File: src/rtl/mult_share_arb_pkg.sv
// Shared constants and types for the shared-multiplier arbiter.
package mult_share_pkg;
  localparam int OP_W   = 4;
  localparam int PROD_W = 8;

  typedef enum logic {
    OUT_EMPTY = 1'b0,
    OUT_FULL  = 1'b1
  } out_state_t;
endpackage

File: src/rtl/mult_share_arb_if.sv
// Requester/response bus of mult_share_arb; slave is the block, master is its environment.
interface mult_share_arb_if
  import mult_share_pkg::*;
#(
  parameter int NREQ = 4
) ();
  localparam int ID_W = $clog2(NREQ);

  logic [NREQ-1:0]           req_valid;
  logic [NREQ-1:0]           req_ready;
  logic [NREQ-1:0][OP_W-1:0] req_a;
  logic [NREQ-1:0][OP_W-1:0] req_b;
  logic                      rsp_valid;
  logic                      rsp_ready;
  logic [PROD_W-1:0]         rsp_p;
  logic [ID_W-1:0]           rsp_id;
  logic                      busy;

  modport slave (
    input  req_valid, req_a, req_b, rsp_ready,
    output req_ready, rsp_valid, rsp_p, rsp_id, busy
  );

  modport master (
    output req_valid, req_a, req_b, rsp_ready,
    input  req_ready, rsp_valid, rsp_p, rsp_id, busy
  );
endinterface

File: src/rtl/mult_share_arb_mul.sv
// 4x4 unsigned array multiplier: one partial-product row per bit of b, summed.
module mul4x4_array
  import mult_share_pkg::*;
(
  input  logic [OP_W-1:0]   a,
  input  logic [OP_W-1:0]   b,
  output logic [PROD_W-1:0] p
);
  logic [OP_W-1:0][PROD_W-1:0] pp;

  for (genvar r = 0; r < OP_W; r++) begin : g_row
    assign pp[r] = PROD_W'({OP_W{b[r]}} & a) << r;
  end

  always_comb begin
    p = '0;
    for (int r = 0; r < OP_W; r++) p = p + pp[r];
  end
endmodule

File: src/rtl/mult_share_arb_rr_arbiter.sv
// Round-robin search from ptr upward with wrap; gnt is qualified by en, gnt_idx is not.
module rr_arbiter #(
  parameter  int NREQ = 4,
  localparam int ID_W = $clog2(NREQ)
) (
  input  logic [NREQ-1:0] req,
  input  logic [ID_W-1:0] ptr,
  input  logic            en,
  output logic [NREQ-1:0] gnt,
  output logic [ID_W-1:0] gnt_idx
);
  logic found;

  always_comb begin
    gnt     = '0;
    gnt_idx = '0;
    found   = 1'b0;
    for (int k = 0; k < NREQ; k++) begin
      int idx;
      idx = int'(ptr) + k;
      if (idx >= NREQ) idx = idx - NREQ;
      if (!found && req[idx]) begin
        found    = 1'b1;
        gnt_idx  = ID_W'(idx);
        gnt[idx] = en;
      end
    end
  end
endmodule

File: src/rtl/mult_share_arb.sv
// Round-robin shared 4x4 multiplier with a registered, ID-tagged response.
// MULT_SHARE_ARB_OPREG_EN adds an operand register stage (latency 2, throughput unchanged).
module mult_share_arb
  import mult_share_pkg::*;
#(
  parameter int NREQ = 4
) (
  input logic             clk,
  input logic             rst,
  mult_share_arb_if.slave bus
);
  localparam int ID_W = $clog2(NREQ);

  out_state_t        state, state_nx;
  logic [ID_W-1:0]   rr_ptr, gnt_idx, mul_id;
  logic [NREQ-1:0]   gnt;
  logic              can_load, out_adv, out_fill, xfer;
  logic [OP_W-1:0]   mul_a, mul_b;
  logic [PROD_W-1:0] prod;

  rr_arbiter #(.NREQ(NREQ)) u_arb (
    .req     (bus.req_valid),
    .ptr     (rr_ptr),
    .en      (can_load),
    .gnt     (gnt),
    .gnt_idx (gnt_idx)
  );

  // req_ready follows rsp_ready combinationally through can_load.
  assign bus.req_ready = gnt;
  assign xfer          = |gnt;
  assign out_adv       = (state == OUT_EMPTY) || bus.rsp_ready;

`ifdef MULT_SHARE_ARB_OPREG_EN
  logic            op_vld;
  logic [OP_W-1:0] op_a, op_b;
  logic [ID_W-1:0] op_id;

  assign can_load = !op_vld || out_adv;

  always_ff @(posedge clk or posedge rst) begin
    if (rst) begin
      op_vld <= 1'b0;
      op_a   <= '0;
      op_b   <= '0;
      op_id  <= '0;
    end else if (can_load) begin
      op_vld <= xfer;
      if (xfer) begin
        op_a  <= bus.req_a[gnt_idx];
        op_b  <= bus.req_b[gnt_idx];
        op_id <= gnt_idx;
      end
    end
  end

  assign mul_a    = op_a;
  assign mul_b    = op_b;
  assign mul_id   = op_id;
  assign out_fill = op_vld;
  assign bus.busy = (state != OUT_EMPTY) || op_vld;
`else
  assign can_load = out_adv;
  assign mul_a    = bus.req_a[gnt_idx];
  assign mul_b    = bus.req_b[gnt_idx];
  assign mul_id   = gnt_idx;
  assign out_fill = xfer;
  assign bus.busy = (state != OUT_EMPTY);
`endif

  mul4x4_array u_mul (.a(mul_a), .b(mul_b), .p(prod));

  always_ff @(posedge clk or posedge rst) begin
    if (rst) state <= OUT_EMPTY;
    else     state <= state_nx;
  end

  always_comb begin
    state_nx = state;
    if (out_adv) state_nx = out_fill ? OUT_FULL : OUT_EMPTY;
  end

  // Draining without a refill leaves rsp_p/rsp_id at their last values.
  always_ff @(posedge clk or posedge rst) begin
    if (rst) begin
      bus.rsp_p  <= '0;
      bus.rsp_id <= '0;
    end else if (out_adv && out_fill) begin
      bus.rsp_p  <= prod;
      bus.rsp_id <= mul_id;
    end
  end

  always_ff @(posedge clk or posedge rst) begin
    if (rst)       rr_ptr <= '0;
    else if (xfer) rr_ptr <= (gnt_idx == ID_W'(NREQ - 1)) ? '0 : gnt_idx + 1'b1;
  end

  assign bus.rsp_valid = (state == OUT_FULL);

  for (genvar i = 0; i < NREQ; i++) begin : g_hold
    a_op_stable: assert property (@(posedge clk) disable iff (rst)
      bus.req_valid[i] && !bus.req_ready[i] |=>
        !bus.req_valid[i] || ($stable(bus.req_a[i]) && $stable(bus.req_b[i])));
  end
endmodule

File: src/flat_wrapper.sv
// flat-port wrapper written by rule: the top's interface ports become plain ports
module mult_share_arb_flat import mult_share_pkg::*;
#(
  parameter int NREQ = 4
)
  (clk, rst, bus_req_valid, bus_req_a, bus_req_b, bus_rsp_ready, bus_req_ready, bus_rsp_valid, bus_rsp_p, bus_rsp_id, bus_busy);
  mult_share_arb_if #(.NREQ(NREQ)) bus_i ();
  input logic clk;
  input logic rst;
  input wire logic [$bits(bus_i.req_valid)-1:0] bus_req_valid;
  input wire logic [$bits(bus_i.req_a)-1:0] bus_req_a;
  input wire logic [$bits(bus_i.req_b)-1:0] bus_req_b;
  input wire logic [$bits(bus_i.rsp_ready)-1:0] bus_rsp_ready;
  output wire logic [$bits(bus_i.req_ready)-1:0] bus_req_ready;
  output wire logic [$bits(bus_i.rsp_valid)-1:0] bus_rsp_valid;
  output wire logic [$bits(bus_i.rsp_p)-1:0] bus_rsp_p;
  output wire logic [$bits(bus_i.rsp_id)-1:0] bus_rsp_id;
  output wire logic [$bits(bus_i.busy)-1:0] bus_busy;
  assign bus_i.req_valid = bus_req_valid;
  assign bus_i.req_a = bus_req_a;
  assign bus_i.req_b = bus_req_b;
  assign bus_i.rsp_ready = bus_rsp_ready;
  assign bus_req_ready = bus_i.req_ready;
  assign bus_rsp_valid = bus_i.rsp_valid;
  assign bus_rsp_p = bus_i.rsp_p;
  assign bus_rsp_id = bus_i.rsp_id;
  assign bus_busy = bus_i.busy;
  mult_share_arb #(.NREQ(NREQ)) u_core (.clk(clk), .rst(rst), .bus(bus_i));
endmodule
File: config.mk
export PLATFORM = sky130hd
export DESIGN_NAME = mult_share_arb_flat
export DESIGN_NICKNAME = d
export VERILOG_FILES = /design/src/rtl/mult_share_arb_pkg.sv /design/src/rtl/mult_share_arb_if.sv /design/src/rtl/mult_share_arb_mul.sv /design/src/rtl/mult_share_arb_rr_arbiter.sv /design/src/rtl/mult_share_arb.sv /design/src/flat_wrapper.sv
export SDC_FILE = /design/constraint.sdc
export NUM_CORES = 1
export LEC_CHECK = 0
export ABC_CLOCK_PERIOD_IN_PS = 6200
export CAP_MARGIN = 20
export CORE_ASPECT_RATIO = 2
export CORE_MARGIN = 10
export CORE_UTILIZATION = 49
export CTS_BUF_LIST = sky130_fd_sc_hd__clkbuf_8
export CTS_CLUSTER_SIZE = 12
export DETAILED_ROUTE_END_ITERATION = 8
export GPL_ROUTABILITY_DRIVEN = 0
export PLACE_DENSITY = 0.93
export SLEW_MARGIN = 40
export SYNTH_ARGS = -nofsm -noshare
export SYNTH_HDL_FRONTEND = slang
export SYNTH_SLANG_ARGS = --single-unit
export TNS_END_PERCENT = 20
File: constraint.sdc
create_clock -name clk -period 6.2 [get_ports clk]
set_input_delay 0.62 -clock clk [delete_from_list [all_inputs] [get_ports clk]]
set_output_delay 0.62 -clock clk [all_outputs]
set_load 0.02 [all_outputs]
==> impl_results.md <==
- Ratio of cells with drive above 1 in the final layout: 18.3%
- Clock Latency Late Sink: 0.25 ns
- Synth top area cells: dfrtp_1 (18%), ha_1 (12%), mux2_4 (7.3%)
- Top FF cell, synth: dfrtp_1
- Area Overhead vs Synth: 32.0%
- Post-CTS sizing: 0
- Critical Path Fanout Max: 12
- Max Fclk: 175 MHz
- Flops & latches, synth: 13
- Wire per inst: 17.3 um
- Total GRT Usage: between 10 and 15%
- Type of the worst min-delay path: reg -> reg
- ANT nets after route: 0
- Post-Syn Area per Cell: 10.3 um2
- Critical Path RT: 6.34 ns
- CTS tree: built
- PortBufs: 54
- H-tree depth: 1
- Hold-fix buffer count after cts: 0
- Antenna diodes: 0
- Post-synth top area share: 17.5%
- Post-CTS setup buffers: 0
- Final Max Tran Viols: 0
- Die Span Y: around 110 um
- CP endpoint kind: flip-flop
- Die X: 63.5 um
- Nets: 293
- CTS Buffer Depth: 2
- Post-synth EDFFs: 0
- Pleak: 1.09 nW
- Minimum clock period: between 5 and 6 ns
- DIE AREA: 0.00680 mm2
- Hold Slack: 0.511 ns
- Async SR Flop Fraction: 100%
- Post-layout util: 67.2%
- FP Rows: 31
- Core area: 0.00365 mm2
- Root buffer cell: clkbuf_8
- Worst setup SP type: flip-flop
- Layout fillers: 322
- Max-Cap Viols: 0
- Cells after Synth: 181
- Syn_nets: ~240
- Largest net degree at the start of global routing: 34
- Vias: between 1.5k and 2k
- Fin Setup TNS: 0 ns
- Crit Path Class: reg -> reg
- Initial antenna violation count: 0
- 1st-iter DRT viols: 75
- Status: finished clean
- Post-detailed-route DRC marker count: 0
- Critical path launch point: u_core.rr_ptr[1]
- Pwr per Cell Area: 707 mW/mm2
- CTS Buf Count: 3
- Initial DRT Pass Iterations: 4
- I/O pins: 55
- Post-DP HPWL: 4150 um
- Drt via density: 5.67
- Min-delay src: u_core.bus.rsp_p[6]
- FF-to-FF Start: u_core.rr_ptr[1]
- Synth warn: 0
- Placed insts: 275
- Syn Std Cell Area: 0.00186 mm2
- RSZ-0062 raised after global routing: no
- Setup violators final: 0
- Tcrit/Tclk final: 92.3%
- Crit path DAT: just under 6 ns
- Initial Util: 50.9%
- Rel. slew slack: 51.3%
- TritonCTS sink count: 13
- Overall power: 1.73 mW
- CTS clock-pin slew for the worst setup and hold paths: 0.06 ns
- First-pass GRT wire length: 7910 um
- Grt ovf: 0
- Final hold vios: 0
- Post-Layout Cell Count: 279
- Distinct cells, synth: 47
- Worst-Margin Slew: 0.723 ns
- Post-Route WL: 4840 um
- Cell taking the most area after synthesis: dfrtp_1
- Worst VDD drop: 581 uV
- Sequential area share after synthesis: between 10% and 20%
- Fin Clk Skew: 0.00421 ns
- Vias in the first global route: 1,763
-- sequential cells by signal, summed over array words and instances, names as in the netlist --
| name | flops |
|---|---|
| u_core.bus.busy | 1 |
| u_core.rr_ptr | 2 |
| u_core.bus.rsp_id | 2 |
| u_core.bus.rsp_p | 8 |
-- Yosys cell counts (5+ instances only) --
master / number
a21oi_1: 7
dfrtp_1: 13
mux4_2: 5
nor3_1: 11
ha_1: 18
inv_1: 10
mux2_2: 9
mux2_4: 9
nand2_1: 9
fa_1: 5
buf_2: 5
mux2i_1: 13
a31o_1: 8
-- worst max-delay path, cell delays in order (launching register included) --
cell and delay [ns]:
dfrtp_1 0.52, inv_1 0.26, ha_1 0.49, and3b_2 0.28, o21ai_0 0.25, o311a_1 0.39, buf_4 0.29, mux2i_1 0.35
or2_2 0.17, a21boi_0 0.12, fa_1 0.55, inv_1 0.06, fa_1 0.53, inv_1 0.04, ha_1 0.21, fa_1 0.41
a21o_1 0.18, a21oi_1 0.16, xnor2_1 0.08, mux2_2 0.26
-- per-layer routing --
metal | part of all wire (%) | global-route usage [%]
met5 | 0 | 0
met2 | 59 | 28.6
met4 | 4.3 | 9.12
met3 | 4.6 | 2.40
met1 | 32 | 12.0
-- placed cells by master (no fill, tap or decap), types with 8 or more instances in the layout --
master / n
mux2i_1: 13
clkdlybuf4s50_1: 54
ha_1: 18
nand2_1: 9
mux2_4: 9
inv_1: 10
a31o_1: 8
nor3_1: 11
dfrtp_1: 13
mux2_2: 9
-- final cells by class --
cell class	instances	area (um2)	area share (%)
clock buffer	3	41.3	1.69
clock inverter	1	5.00	0.204
inverter	10	37.5	1.53
multi-input combinational	145	1400	57.3
sequential	13	325	13.3
tap	49	61.3	2.50
timing repair buffer	58	574	23.5
-- through the flow --
stage	worst slack (ns)	instance area, um2
after global routing	0.204	2450
final	0.477	2450
after floorplan	0.969	1860
after detailed placement	0.500	2400
after CTS	0.500	2450
after global placement	0.653	2390
-- cell families after synthesis --
logic type / after synthesis / share of synthesized area [%]
DFF: 13 / 17.5
xor gates and xnor gates: 4 / 1.89
AOI/OAI and AO/OA: 40 / 16.3
adders and majority gates: 23 / 17.5
muxes: 38 / 27.8
buffers and inverters: 23 / 6.81
and+or+nand+nor: 40 / 12.1
-- power breakdown --
| part | internal, mW | leakage (nW) | switching (mW) |
|---|---|---|---|
| Sequential | 0.136 | 0.157 | 0.0290 |
| Combinational | 0.750 | 0.912 | 0.740 |
| Clock | 0.0445 | 0.0255 | 0.0327 |
-- path summary, 6_finish.rpt --
path	end	slack, ns	cells after the start
min in group asynchronous	u_core.bus.busy	0.69	2
setup reg to reg	u_core.bus.rsp_p[7]	0.48	19
hold / removal	u_core.bus.rsp_p[6]	0.51	1
setup / recovery	u_core.bus.rsp_p[7]	0.48	19
max in group asynchronous	u_core.bus.rsp_p[0]	5.17	2
hold reg to reg	u_core.bus.rsp_p[6]	0.51	1
Power figures use the tool's default switching activity.
